===== src/rtl/stack_sequencer_if.sv =====
// Request and stack-page memory bus between the core and the stack sequencer.
// The master side is the core/memory environment; the slave side is the sequencer.
interface stack_sequencer_if;
    logic        req;
    logic [2:0]  op;
    logic [7:0]  push_b0;
    logic [7:0]  push_b1;
    logic [7:0]  push_b2;
    logic [7:0]  pull_b0;
    logic [7:0]  pull_b1;
    logic [7:0]  pull_b2;
    logic        busy;
    logic        done;
    logic [15:0] mem_addr;
    logic        mem_we;
    logic        mem_re;
    logic [7:0]  mem_wdata;
    logic [7:0]  mem_rdata;
    logic        mem_rdy;

    modport master (
        output req, op, push_b0, push_b1, push_b2, mem_rdata, mem_rdy,
        input  pull_b0, pull_b1, pull_b2, busy, done,
        input  mem_addr, mem_we, mem_re, mem_wdata
    );

    modport slave (
        input  req, op, push_b0, push_b1, push_b2, mem_rdata, mem_rdy,
        output pull_b0, pull_b1, pull_b2, busy, done,
        output mem_addr, mem_we, mem_re, mem_wdata
    );
endinterface


===== src/rtl/stack_sequencer.sv =====
// Stack pointer (S) sequencer: walks 1-3 byte pushes and pulls over the stack
// page, steering the external S register and returning pulled bytes.
// Pushes write at S then decrement; pulls pre-increment then read at S.
module stack_sequencer #(
    parameter logic [7:0] STACK_PAGE = 8'h01,
    parameter int         SW         = 8
) (
    input  logic                clk,
    input  logic                rst,
    stack_sequencer_if.slave    bus,
    input  logic                txs_load,
    input  logic [SW-1:0]       x_in,
    input  logic [SW-1:0]       s_in,
    output logic                s_load,
    output logic [1:0]          s_sel,
    output logic [SW-1:0]       s_data
);

    typedef enum logic [2:0] {
        IDLE     = 3'd0,
        PUSH     = 3'd1,
        PULL_INC = 3'd2,
        PULL_RD  = 3'd3,
        DONE     = 3'd4
    } state_t;

    localparam logic [1:0] SEL_DATA = 2'd0;
    localparam logic [1:0] SEL_INC  = 2'd1;
    localparam logic [1:0] SEL_DEC  = 2'd2;

    state_t      state_r, state_nxt_s;
    logic [1:0]  cnt_r, cnt_nxt_s;
    logic [1:0]  last_r;
    logic [7:0]  push0_r, push1_r, push2_r;
    logic [7:0]  pull0_r, pull1_r, pull2_r;
    logic        accept_s;
    logic        capture_s;
    logic [15:0] mem_addr_s;
    logic        mem_we_s, mem_re_s;
    logic [7:0]  mem_wdata_s;
    logic        busy_s, done_s;

    // Index of the final byte for a given op (N-1).
    function automatic logic [1:0] last_index(input logic [2:0] op_v);
        case (op_v)
            3'd0, 3'd3: last_index = 2'd0;
            3'd1, 3'd4: last_index = 2'd1;
            3'd2, 3'd5: last_index = 2'd2;
            default:    last_index = 2'd0;
        endcase
    endfunction

    // Latched push byte selected by the byte counter.
    function automatic logic [7:0] push_byte(input logic [1:0] idx,
                                             input logic [7:0] b0,
                                             input logic [7:0] b1,
                                             input logic [7:0] b2);
        case (idx)
            2'd0:    push_byte = b0;
            2'd1:    push_byte = b1;
            2'd2:    push_byte = b2;
            default: push_byte = 8'h00;
        endcase
    endfunction

    // Next-state and output decode; mem_rdy low freezes progress but keeps the bus driven.
    always_comb begin
        state_nxt_s = state_r;
        cnt_nxt_s   = cnt_r;
        accept_s    = 1'b0;
        capture_s   = 1'b0;
        s_load      = 1'b0;
        s_sel       = SEL_DATA;
        s_data      = '0;
        mem_addr_s  = 16'h0000;
        mem_we_s    = 1'b0;
        mem_re_s    = 1'b0;
        mem_wdata_s = 8'h00;
        busy_s      = 1'b0;
        done_s      = 1'b0;
        case (state_r)
            IDLE: begin
                if (bus.req && (bus.op <= 3'd5)) begin
                    // A valid request takes priority over a simultaneous TXS.
                    accept_s    = 1'b1;
                    cnt_nxt_s   = 2'd0;
                    state_nxt_s = (bus.op <= 3'd2) ? PUSH : PULL_INC;
                end else if (txs_load) begin
                    s_load = 1'b1;
                    s_sel  = SEL_DATA;
                    s_data = x_in;
                end else begin
                    state_nxt_s = IDLE;
                end
            end
            PUSH: begin
                busy_s      = 1'b1;
                mem_we_s    = 1'b1;
                mem_addr_s  = {STACK_PAGE, s_in};
                mem_wdata_s = push_byte(cnt_r, push0_r, push1_r, push2_r);
                if (bus.mem_rdy) begin
                    s_load    = 1'b1;
                    s_sel     = SEL_DEC;
                    cnt_nxt_s = cnt_r + 2'd1;
                    if (cnt_r == last_r) begin
                        state_nxt_s = DONE;
                    end else begin
                        state_nxt_s = PUSH;
                    end
                end else begin
                    state_nxt_s = PUSH;
                end
            end
            PULL_INC: begin
                busy_s = 1'b1;
                if (bus.mem_rdy) begin
                    s_load      = 1'b1;
                    s_sel       = SEL_INC;
                    state_nxt_s = PULL_RD;
                end else begin
                    state_nxt_s = PULL_INC;
                end
            end
            PULL_RD: begin
                busy_s     = 1'b1;
                mem_re_s   = 1'b1;
                mem_addr_s = {STACK_PAGE, s_in};
                if (bus.mem_rdy) begin
                    capture_s = 1'b1;
                    cnt_nxt_s = cnt_r + 2'd1;
                    if (cnt_r == last_r) begin
                        // S already points at the last pulled byte; no further increment.
                        state_nxt_s = DONE;
                    end else begin
                        s_load      = 1'b1;
                        s_sel       = SEL_INC;
                        state_nxt_s = PULL_RD;
                    end
                end else begin
                    state_nxt_s = PULL_RD;
                end
            end
            DONE: begin
                busy_s      = 1'b1;
                done_s      = 1'b1;
                state_nxt_s = IDLE;
            end
            default: begin
                state_nxt_s = IDLE;
            end
        endcase
    end

    // State, counter, request latches and pulled-byte capture registers.
    always_ff @(posedge clk) begin
        if (rst) begin
            state_r <= IDLE;
            cnt_r   <= 2'd0;
            last_r  <= 2'd0;
            push0_r <= 8'h00;
            push1_r <= 8'h00;
            push2_r <= 8'h00;
            pull0_r <= 8'h00;
            pull1_r <= 8'h00;
            pull2_r <= 8'h00;
        end else begin
            state_r <= state_nxt_s;
            cnt_r   <= cnt_nxt_s;
            if (accept_s) begin
                last_r  <= last_index(bus.op);
                push0_r <= bus.push_b0;
                push1_r <= bus.push_b1;
                push2_r <= bus.push_b2;
            end
            if (capture_s) begin
                case (cnt_r)
                    2'd0:    pull0_r <= bus.mem_rdata;
                    2'd1:    pull1_r <= bus.mem_rdata;
                    2'd2:    pull2_r <= bus.mem_rdata;
                    default: pull2_r <= pull2_r;
                endcase
            end
        end
    end

    assign bus.mem_addr  = mem_addr_s;
    assign bus.mem_we    = mem_we_s;
    assign bus.mem_re    = mem_re_s;
    assign bus.mem_wdata = mem_wdata_s;
    assign bus.busy      = busy_s;
    assign bus.done      = done_s;
    assign bus.pull_b0   = pull0_r;
    assign bus.pull_b1   = pull1_r;
    assign bus.pull_b2   = pull2_r;

endmodule


===== src/flat_wrapper.sv =====
// flat-port wrapper written by rule: the top's interface ports become plain ports
module stack_sequencer_flat 
#(
    parameter logic [7:0] STACK_PAGE = 8'h01,
    parameter int         SW         = 8
)
  (clk, rst, txs_load, x_in, s_in, s_load, s_sel, s_data, bus_req, bus_op, bus_push_b0, bus_push_b1, bus_push_b2, bus_mem_rdata, bus_mem_rdy, bus_pull_b0, bus_pull_b1, bus_pull_b2, bus_busy, bus_done, bus_mem_addr, bus_mem_we, bus_mem_re, bus_mem_wdata);
  stack_sequencer_if bus_i ();
  input  logic clk;
  input  logic rst;
  input  logic txs_load;
  input  logic [SW-1:0] x_in;
  input  logic [SW-1:0] s_in;
  output logic s_load;
  output logic [1:0] s_sel;
  output logic [SW-1:0] s_data;
  input wire logic [$bits(bus_i.req)-1:0] bus_req;
  input wire logic [$bits(bus_i.op)-1:0] bus_op;
  input wire logic [$bits(bus_i.push_b0)-1:0] bus_push_b0;
  input wire logic [$bits(bus_i.push_b1)-1:0] bus_push_b1;
  input wire logic [$bits(bus_i.push_b2)-1:0] bus_push_b2;
  input wire logic [$bits(bus_i.mem_rdata)-1:0] bus_mem_rdata;
  input wire logic [$bits(bus_i.mem_rdy)-1:0] bus_mem_rdy;
  output wire logic [$bits(bus_i.pull_b0)-1:0] bus_pull_b0;
  output wire logic [$bits(bus_i.pull_b1)-1:0] bus_pull_b1;
  output wire logic [$bits(bus_i.pull_b2)-1:0] bus_pull_b2;
  output wire logic [$bits(bus_i.busy)-1:0] bus_busy;
  output wire logic [$bits(bus_i.done)-1:0] bus_done;
  output wire logic [$bits(bus_i.mem_addr)-1:0] bus_mem_addr;
  output wire logic [$bits(bus_i.mem_we)-1:0] bus_mem_we;
  output wire logic [$bits(bus_i.mem_re)-1:0] bus_mem_re;
  output wire logic [$bits(bus_i.mem_wdata)-1:0] bus_mem_wdata;
  assign bus_i.req = bus_req;
  assign bus_i.op = bus_op;
  assign bus_i.push_b0 = bus_push_b0;
  assign bus_i.push_b1 = bus_push_b1;
  assign bus_i.push_b2 = bus_push_b2;
  assign bus_i.mem_rdata = bus_mem_rdata;
  assign bus_i.mem_rdy = bus_mem_rdy;
  assign bus_pull_b0 = bus_i.pull_b0;
  assign bus_pull_b1 = bus_i.pull_b1;
  assign bus_pull_b2 = bus_i.pull_b2;
  assign bus_busy = bus_i.busy;
  assign bus_done = bus_i.done;
  assign bus_mem_addr = bus_i.mem_addr;
  assign bus_mem_we = bus_i.mem_we;
  assign bus_mem_re = bus_i.mem_re;
  assign bus_mem_wdata = bus_i.mem_wdata;
  stack_sequencer #(.STACK_PAGE(STACK_PAGE), .SW(SW)) u_core (.clk(clk), .rst(rst), .bus(bus_i), .txs_load(txs_load), .x_in(x_in), .s_in(s_in), .s_load(s_load), .s_sel(s_sel), .s_data(s_data));
endmodule

===== config.mk =====
export PLATFORM = sky130hd
export DESIGN_NAME = stack_sequencer_flat
export DESIGN_NICKNAME = d
export VERILOG_FILES = /design/src/rtl/stack_sequencer_if.sv /design/src/rtl/stack_sequencer.sv /design/src/flat_wrapper.sv
export SDC_FILE = /design/constraint.sdc
export NUM_CORES = 1
export LEC_CHECK = 0
export CAP_MARGIN = 0
export CORE_ASPECT_RATIO = 0.7
export CORE_MARGIN = 1
export CORE_UTILIZATION = 25
export CTS_BUF_LIST = sky130_fd_sc_hd__clkbuf_16
export CTS_CLUSTER_SIZE = 12
export DETAILED_ROUTE_END_ITERATION = 6
export GPL_TIMING_DRIVEN = 0
export HOLD_SLACK_MARGIN = 0.15
export PLACE_DENSITY = 0.58
export SLEW_MARGIN = 20
export SYNTH_ARGS = -nofsm -noshare
export SYNTH_HDL_FRONTEND = slang
export SYNTH_SLANG_ARGS = --single-unit

===== constraint.sdc =====
create_clock -name clk -period 1.65 [get_ports clk]
set_clock_uncertainty 0.2 [all_clocks]
set_input_delay 0.165 -clock clk [delete_from_list [all_inputs] [get_ports clk]]
set_output_delay 0.165 -clock clk [all_outputs]
set_load 0.05 [all_outputs]

Yosys cells after proc, flatten, opt, wreduce, memory -nomap -nowiden. Index checks and enable logic that the tools add are counted.

Reduce and logical (&&, ||, !) cells: 13. $add $sub $neg: 1. Eq/ne operators: 14. Mux-type cells: 37. Order comparisons: 2.

Operators with widths (number): $mux W8 (4); $pmux W8 S3 (1); $mux W3 (6); $mux W1 (15); $pmux W3 S4 (1); $mux W2 (5); $eq A3 B2 Y1 const B (3); $eq A3 B3 Y1 const B (3); $mux W9 (1); $pmux W2 S2 (2); $reduce_or A2 Y1 (4); $eq A3 B1 Y1 const B (2); $pmux W2 S3 (1); $reduce_and A2 Y1 (3); $ne A2 B1 Y1 const B (2); $reduce_or A4 Y1 (1); $le A3 B2 Y1 const B (1); $le A3 B3 Y1 const B (1); $logic_not A3 Y1 (1); $ne A3 B2 Y1 const B (1); $pmux W1 S3 (1); $reduce_and A3 Y1 (1); $add A2 B1 Y2 const B (1); $eq A2 B1 Y1 const B (1); 5 further kinds (5).

Bits of input ports: 56. Bits in registers: 55.

Logic depth before layout (Yosys ltp). Gate-level depths: netlist (run 1).

Depth after elaboration: 4. Mapped depth: 6. Gate-level depth less buffers: 5.

Worst setup path after synthesis (run 1). No wires, ideal clock.

Path kind: register -> output. Start: register u_core.cnt_r[0]. End: output bus_mem_wdata[4]. Path buffers: 2. Stages on the path, launching flop included: 7. Path slack: -0.600 ns. Arrival: 1.885 ns. Data required time: 1.285 ns. Cell sequence: dfxtp_1 -> inv_1 -> ha_1 -> clkbuf_1 -> clkbuf_1 -> a222oi_1 -> nor2_1.

Word-level cells in the longest chain between the ends: 3. Elaborated cells between the ends (all ways): 5.

Ends and longest elaborated chain: start: declaration (line stack_sequencer.sv:32) `logic [1:0] cnt_r, cnt_nxt_s;`; start signal: assignment (line stack_sequencer.sv:168) `cnt_r <= cnt_nxt_s;`; $eq A2 B2 Y1, or another cell as far along (line stack_sequencer.sv:58) `case (idx)`; $pmux W8 S3 (*) (line stack_sequencer.sv:58); $mux W8 (*) (line stack_sequencer.sv:81) `case (state_r)`; end: declaration (line flat_wrapper.sv:32) `output wire logic [$bits(bus_i.mem_wdata)-1:0] bus_mem_wdata;`.

Mark *: on every way between the ends. The rest lies on a longest branch, timed or not.

Worst setup path after layout (run 1).
Start: register u_core.cnt_r[0]. End: output bus_mem_wdata[5].

The elaborated chain is that of the path after synthesis.

==> summary.txt, run 1 <==
Critical path
  – Crit path DAT: 1.77 ns
  – Critical Path RT: 1.28 ns
  – CP Capture Type: output port
  – Crit Path Class: flop to output port
  – CP Launch Type: flop
  – CP max FO: 8

Route
  – Final ANT Viol Nets: 0
  – Vias/cell: 5.09
  – TritonRoute pass-1 iters: 7
  – Initial DRC Count: 285
  – Final wirelength: 10.6 mm
  – Met3 wire len: 745 um
  – Total vias in the final route: 3179
  – WL met1: 4.81 mm
  – # DRC: 11
  – Avg WL per Cell: 17.0 um
  – Max layer used: met4
  – DR WL met2: 4.92 mm

Logic synthesis
  – Dominant synthesized flop cell: dfxtp_1
  – Simple-Gate Fraction of Synth Area: 20.3%
  – Post-Syn Instances: 336
  – Number of enable flip-flop cells after synthesis: 0
  – Xor and xnor fraction of the mapped netlist area: 1.32%
  – Syn. warnings: 0
  – Mapped cell area: 2660 um2
  – Compound-Gate Fraction of Synth Area: 26.8%
  – Ys async rst share: 0%
  – Main combinational cell family by area after synthesis: compound AO/OA/AOI/OAI gates
  – Flops & latches, synth: 55
  – Syn avg cell area: 7.92 um2
  – Seq/Total Area, Yosys: 41.4%
  – Synth unique cells: 38
  – Multiplexer area fraction after synthesis: 0%
  – Post-Synth Adder-Cell Area: 1.88%

Cells and area
  – # diodes: 0
  – Share of cells above drive strength 1: 44.9%
  – Post-layout util: 52.2%
  – Nets: 551
  – Layout area overhead: 103%

Placement
  – PortBufs: 109
  – Routability cong.: 0.808
  – Dpl hpwl: 6.89 mm

Floorplanning
  – Initial core utilization: 25.7%
  – Width of the die: 125 um
  – Std-Cell Core Area: 10400 um2
  – Full die area: 11100 um2
  – Die Y: 88.3 um
  – Row Count: 31
  – IO Count: 119

Timing
  – Final hold slack: 0.237 ns
  – RSZ-0062 raised after global routing: true
  – Final WS setup: -0.482 ns
  – Final Hold Fails: 0
  – FMAX: 469 MHz
  – Setup TNS Final: -14.54 ns
  – Slew margin rel.: 47.5%
  – Min cycle time layout: 2.13 ns
  – Crit share post-route: 129%
  – Worst Tran Pin Value: 0.788 ns
  – Count of final max-slew check failures: 0
  – Setup violations, final: 50

Pwr
  – Int Pwr: 2660 uW
  – Maximum vdd drop: 490 uV
  – Power Density: 738 nW/um2
  – Reg power frac: 36.3%
  – Clock Power Share: 26.0%
  – Leak Pwr: 0.00206 uW
  – Comb pwr share: 37.7%
  – Net Sw Frac: 33.3%
  – Net Sw Power: 1330 uW

Clock network
  – H-tree depth: 2
  – CTS Root Cell: clkbuf_16
  – Clk_lat worst skew: 0.29 ns
  – Clock buffer depth: 2
  – TritonCTS clock tree: yes
  – CTS clock-pin slew for the worst setup and hold paths: 0.07 ns
  – TritonCTS Buffers: 5
  – CTS Sinks: 55

Flow run
  – Max_cap viols: 0

GRT
  – First-pass GRT wire length: 15.6 mm
  – Antenna violations before repair: 0
  – Total track usage: 17.8%
  – Largest net degree at the start of global routing: 17
  – Vias in the first global route: 2998
  – Gr ovfl total: 0

Status
  – Status: complete, but fails checks
  – Failing checks: DRC, setup timing

Worst hold path
  – Hold Path Class: input port to flop
==> cell usage in the layout (no fill, tap or decap), drive strengths merged, types with 12 or more instances in the layout <==
cell type / count
dfxtp: 55
clkdlybuf4s50: 51
nand3: 52
nor2: 12
dlygate4sd2: 26
clkbuf: 23
a21oi: 53
buf: 86
o21ai: 51
and2: 19
==> Yosys cell counts, types with 3 or more instances <==
master / n / area share, %
xor2_1: 3 / 0.99
ha_1: 4 / 1.9
o21ai_0: 51 / 9.6
buf_4: 7 / 2.0
inv_1: 9 / 1.3
nor2_1: 12 / 1.7
a21oi_1: 53 / 10
and2_1: 19 / 4.5
clkbuf_1: 25 / 3.5
dfxtp_1: 55 / 41
nand3_1: 52 / 9.8
buf_2: 7 / 1.3
a222oi_1: 8 / 3.0
==> final timing paths <==
| kind | startpoint | end | slack, ns | cells past startpoint |
|---|---|---|---|---|
| setup / recovery | u_core.cnt_r[0] | bus_mem_wdata[5] | -0.48 | 6 |
| hold / removal | rst | u_core.bus.pull_b2[1] | 0.24 | 2 |
| setup reg to reg | u_core.state_r[1] | u_core.push1_r[4] | -0.35 | 7 |
| hold reg to reg | u_core.bus.pull_b1[2] | u_core.bus.pull_b1[2] | 0.26 | 2 |
==> critical path, stage by stage, from the launching register on <==
cell	delay (ns)
dfxtp_4	0.36
buf_4	0.14
ha_4	0.20
buf_8	0.13
a222oi_1	0.43
nor2_4	0.06
buf_8	0.16
==> what timing repair did <==
action                                  4_1_cts  5_1_grt
setup buffers                                26        9
gates resized for setup                     367      103
hold buffers                                  1        0
hold endpoints to repair                      2        0
endpoints found under the setup margin      110       82
gates cloned                                  3        3
pin swaps                                    52       39
==> metal layers <==
layer / vias to the layer above / track usage (%)
li1: 1521 / -
met1: 1514 / 23.8
met2: 125 / 29.5
met3: 19 / 4.47
met4: 0 / 3.55
met5: - / 0
==> cell type report <==
class / count / area (um2)
fill: 904 / 4950
multi-input combinational: 238 / 1990
timing repair buffer: 149 / 1590
sequential: 55 / 1120
buffer: 33 / 353
tap: 132 / 165
clock buffer: 5 / 125
inverter: 9 / 45.0
clock inverter: 3 / 15.0
==> cells by family (layout without fill, tap and decap cells) <==
kind of cell	count (synthesis)	in the layout
buffers and inverters	49	199
DFF	55	55
AOI/OAI and AO/OA	125	125
and+or+nand+nor	98	98
other	1	7
adders and majority gates	4	4
xor gates and xnor gates	4	4
==> state kept, by name, indices dropped and copies added (netlist names) <==
register,count
u_core.cnt_r,2
u_core.state_r,3
u_core.bus.pull_b2,8
u_core.push0_r,8
u_core.push1_r,8
u_core.bus.pull_b1,8
u_core.last_r,2
u_core.push2_r,8
u_core.bus.pull_b0,8
==> per-stage QoR <==
stage / setup slack [ns] / area [um2] / total power (uW) / instances
3_5_place_dp: -1.45 / 4150 / 2460 / 583
5_1_grt: -0.550 / 5410 / 4140 / 624
3_3_place_gp: -1.41 / 4150 / 2440 / 583
6_report: -0.482 / 5410 / 3990 / 624
4_1_cts: -0.478 / 4960 / 3810 / 616
2_1_floorplan: -0.161 / 2900 / 2100 / 342
==> power groups by stage <==
stage	logic (uW)	registers, uW	clock network [uW]
finish	1510	1450	1040
CTS	1320	1440	1050
detailed placement	1000	1460	0
floorplan	649	1450	0
global route	1570	1450	1110
global placement	988	1450	0
Note: power is estimated with default switching activity, not from simulation.
==> run 2: changes to the inputs <==
--- a/config.mk
+++ b/config.mk
@@ -5,7 +5,7 @@
 export SDC_FILE = /design/constraint.sdc
 export NUM_CORES = 1
 export LEC_CHECK = 0
-export CAP_MARGIN = 0
+export CAP_MARGIN = 20
 export CORE_ASPECT_RATIO = 0.7
 export CORE_MARGIN = 1
 export CORE_UTILIZATION = 25
@@ -15,7 +15,8 @@
 export GPL_TIMING_DRIVEN = 0
 export HOLD_SLACK_MARGIN = 0.15
 export PLACE_DENSITY = 0.58
-export SLEW_MARGIN = 20
+export SLEW_MARGIN = 10
 export SYNTH_ARGS = -nofsm -noshare
 export SYNTH_HDL_FRONTEND = slang
 export SYNTH_SLANG_ARGS = --single-unit
+export TNS_END_PERCENT = 5
==> summary.txt, run 2 (synthesized netlist as in run 1, its figures left out) <==
Timing
  – Min cycle time layout: 2.13 ns
  – Setup violations, final: 66
  – Worst Tran Pin Value: 0.609 ns
  – Count of final max-slew check failures: 0
  – Final Hold Fails: 0
  – Slew margin rel.: 59.4%
  – FMAX: 469 MHz
  – Final WS setup: -0.481 ns
  – RSZ-0062 raised after global routing: true
  – Crit share post-route: 129%

Worst hold path
  – Hold Startpoint: bus_op[1]
  – Hold Path Class: input port to flop
  – WHS Endpoint: u_core.last_r[0]
  – Worst hold stages: 4

Floorplanning
  – Die Y: 88.3 um
  – Initial core utilization: 25.7%
  – Row Count: 31
  – IO Count: 119
  – Width of the die: 125 um
  – Full die area: 11100 um2
  – Std-Cell Core Area: 10400 um2

Placement
  – Dpl hpwl: 6.78 mm
  – PortBufs: 109
  – Routability cong.: 0.827

Cells and area
  – Leading cell type in the layout, fill and taps excluded: nand3_1
  – Share of cells above drive strength 1: 25.2%
  – Fillcell total: 1006
  – # diodes: 0
  – Post-layout util: 44.1%
  – Nets: 524
  – Layout area overhead: 71.8%
  – Most frequent cells in the layout: nand3_1 (52), clkdlybuf4s50_1 (50), dfxtp_1 (50)

Critical path
  – CP Launch Type: flop
  – Crit Path Class: flop to output port
  – Worst r2r src: u_core.state_r[2]
  – R2R cell count: 5
  – Crit path DAT: 1.77 ns
  – R2R Path End: u_core.last_r[1]
  – CP max FO: 8
  – CP Capture Type: output port
  – R2r setup slk: -0.30 ns
  – Critical Path RT: 1.28 ns

Route
  – Total vias in the final route: 2989
  – Initial DRC Count: 225
  – Final ANT Viol Nets: 0
  – Vias/cell: 5.01
  – TritonRoute pass-1 iters: 7
  – Final wirelength: 9.19 mm
  – Avg WL per Cell: 15.4 um
  – # DRC: 11

Status
  – Failing checks: DRC, setup timing
  – Status: complete, but fails checks

Clock network
  – Clock buffer depth: 2
  – H-tree depth: 2
  – TritonCTS clock tree: yes
  – TritonCTS Buffers: 5
  – CTS clock-pin slew for the worst setup and hold paths: 0.07 ns
  – Clk_lat worst skew: 0.29 ns
  – CTS Root Cell: clkbuf_16
  – CTS Sinks: 55

GRT
  – Antenna violations before repair: 0
  – Vias in the first global route: 2838
  – Gr ovfl total: 0
  – First-pass GRT wire length: 14.2 mm
  – Total track usage: 16.3%
  – Largest net degree at the start of global routing: 18

Pwr
  – Pwr Total: 3870 uW
  – Maximum vdd drop: 518 uV
  – Leak Pwr: 0.00181 uW
  – Power Density: 846 nW/um2

Flow run
  – Max_cap viols: 0
-- run 2: per-stage QoR --
| stage | hold slack, ns | area [um2] | instances | setup slack (ns) | setup TNS (ns) |
|---|---|---|---|---|---|
| after detailed placement | 0.268 | 4090 | 583 | -1.45 | -50.09 |
| after floorplan | 0.0801 | 2840 | 342 | -0.161 | -3.38 |
| final | 0.140 | 4570 | 597 | -0.481 | -13.40 |
| after global placement | 0.264 | 4090 | 583 | -1.41 | -47.96 |
| after CTS | 0.153 | 4460 | 594 | -0.480 | -14.84 |
| after global routing | 0.205 | 4570 | 597 | -0.555 | -20.67 |
-- run 2: what timing repair did --
action	in CTS	in global routing
setup endpoints to repair	110	85
pin swaps	17	10
hold buffers	1	0
buffers inserted	5	3
resized for setup	289	33
hold endpoints to repair	2	0
-- run 2: per-layer routing --
layer,global-route usage (%),vias up,routed length (um)
met4,2.88,0,36
met1,22.3,1405,4420
met3,3.99,4,659
met2,26.4,122,4080
met5,0,-,0
li1,-,1458,-
-- run 2: how the worst max path moves through the flow --
| stage | startpoint | endpoint | slack [ns] | cells after the start |
|---|---|---|---|---|
| 2_1_floorplan | u_core.cnt_r[1] | bus_mem_wdata[4] | -0.16 | 6 |
| 3_3_place_gp | bus_op[2] | s_data[4] | -1.41 | 5 |
| 3_5_place_dp | bus_op[2] | s_data[4] | -1.45 | 5 |
| 4_1_cts | u_core.cnt_r[1] | bus_mem_wdata[4] | -0.48 | 6 |
| 5_1_grt | u_core.cnt_r[0] | bus_mem_wdata[4] | -0.56 | 6 |
| 6_report | u_core.cnt_r[0] | bus_mem_wdata[5] | -0.48 | 6 |
-- run 2: cell type report --
class | instances | area (um2) | area share [%]
Clock buffer | 5 | 125 | 2.74
Clock inverter | 3 | 67.6 | 1.48
Sequential cell | 55 | 1120 | 24.4
Multi-Input combinational cell | 238 | 1560 | 34.1
Buffer | 37 | 303 | 6.62
Timing Repair Buffer | 118 | 1190 | 26.1
Tap cell | 132 | 165 | 3.61
Inverter | 9 | 38.8 | 0.848
-- run 2: where the power goes --
group	leakage [uW]	switching (uW)	total [uW]	internal (uW)
Combinational	0.00127	622	1100	481
Sequential	0.000450	37.4	1420	1380
Clock	0.0000900	474	1340	869
Total	0.00181	1130	3870	2730
-- run 2: worst max-delay path, cell delays in order (launching register included) --
cell       delay, ns
dfxtp_4         0.39
inv_4           0.06
ha_4            0.20
clkbuf_16       0.15
a222oi_1        0.47
nor2_4          0.05
buf_6           0.16
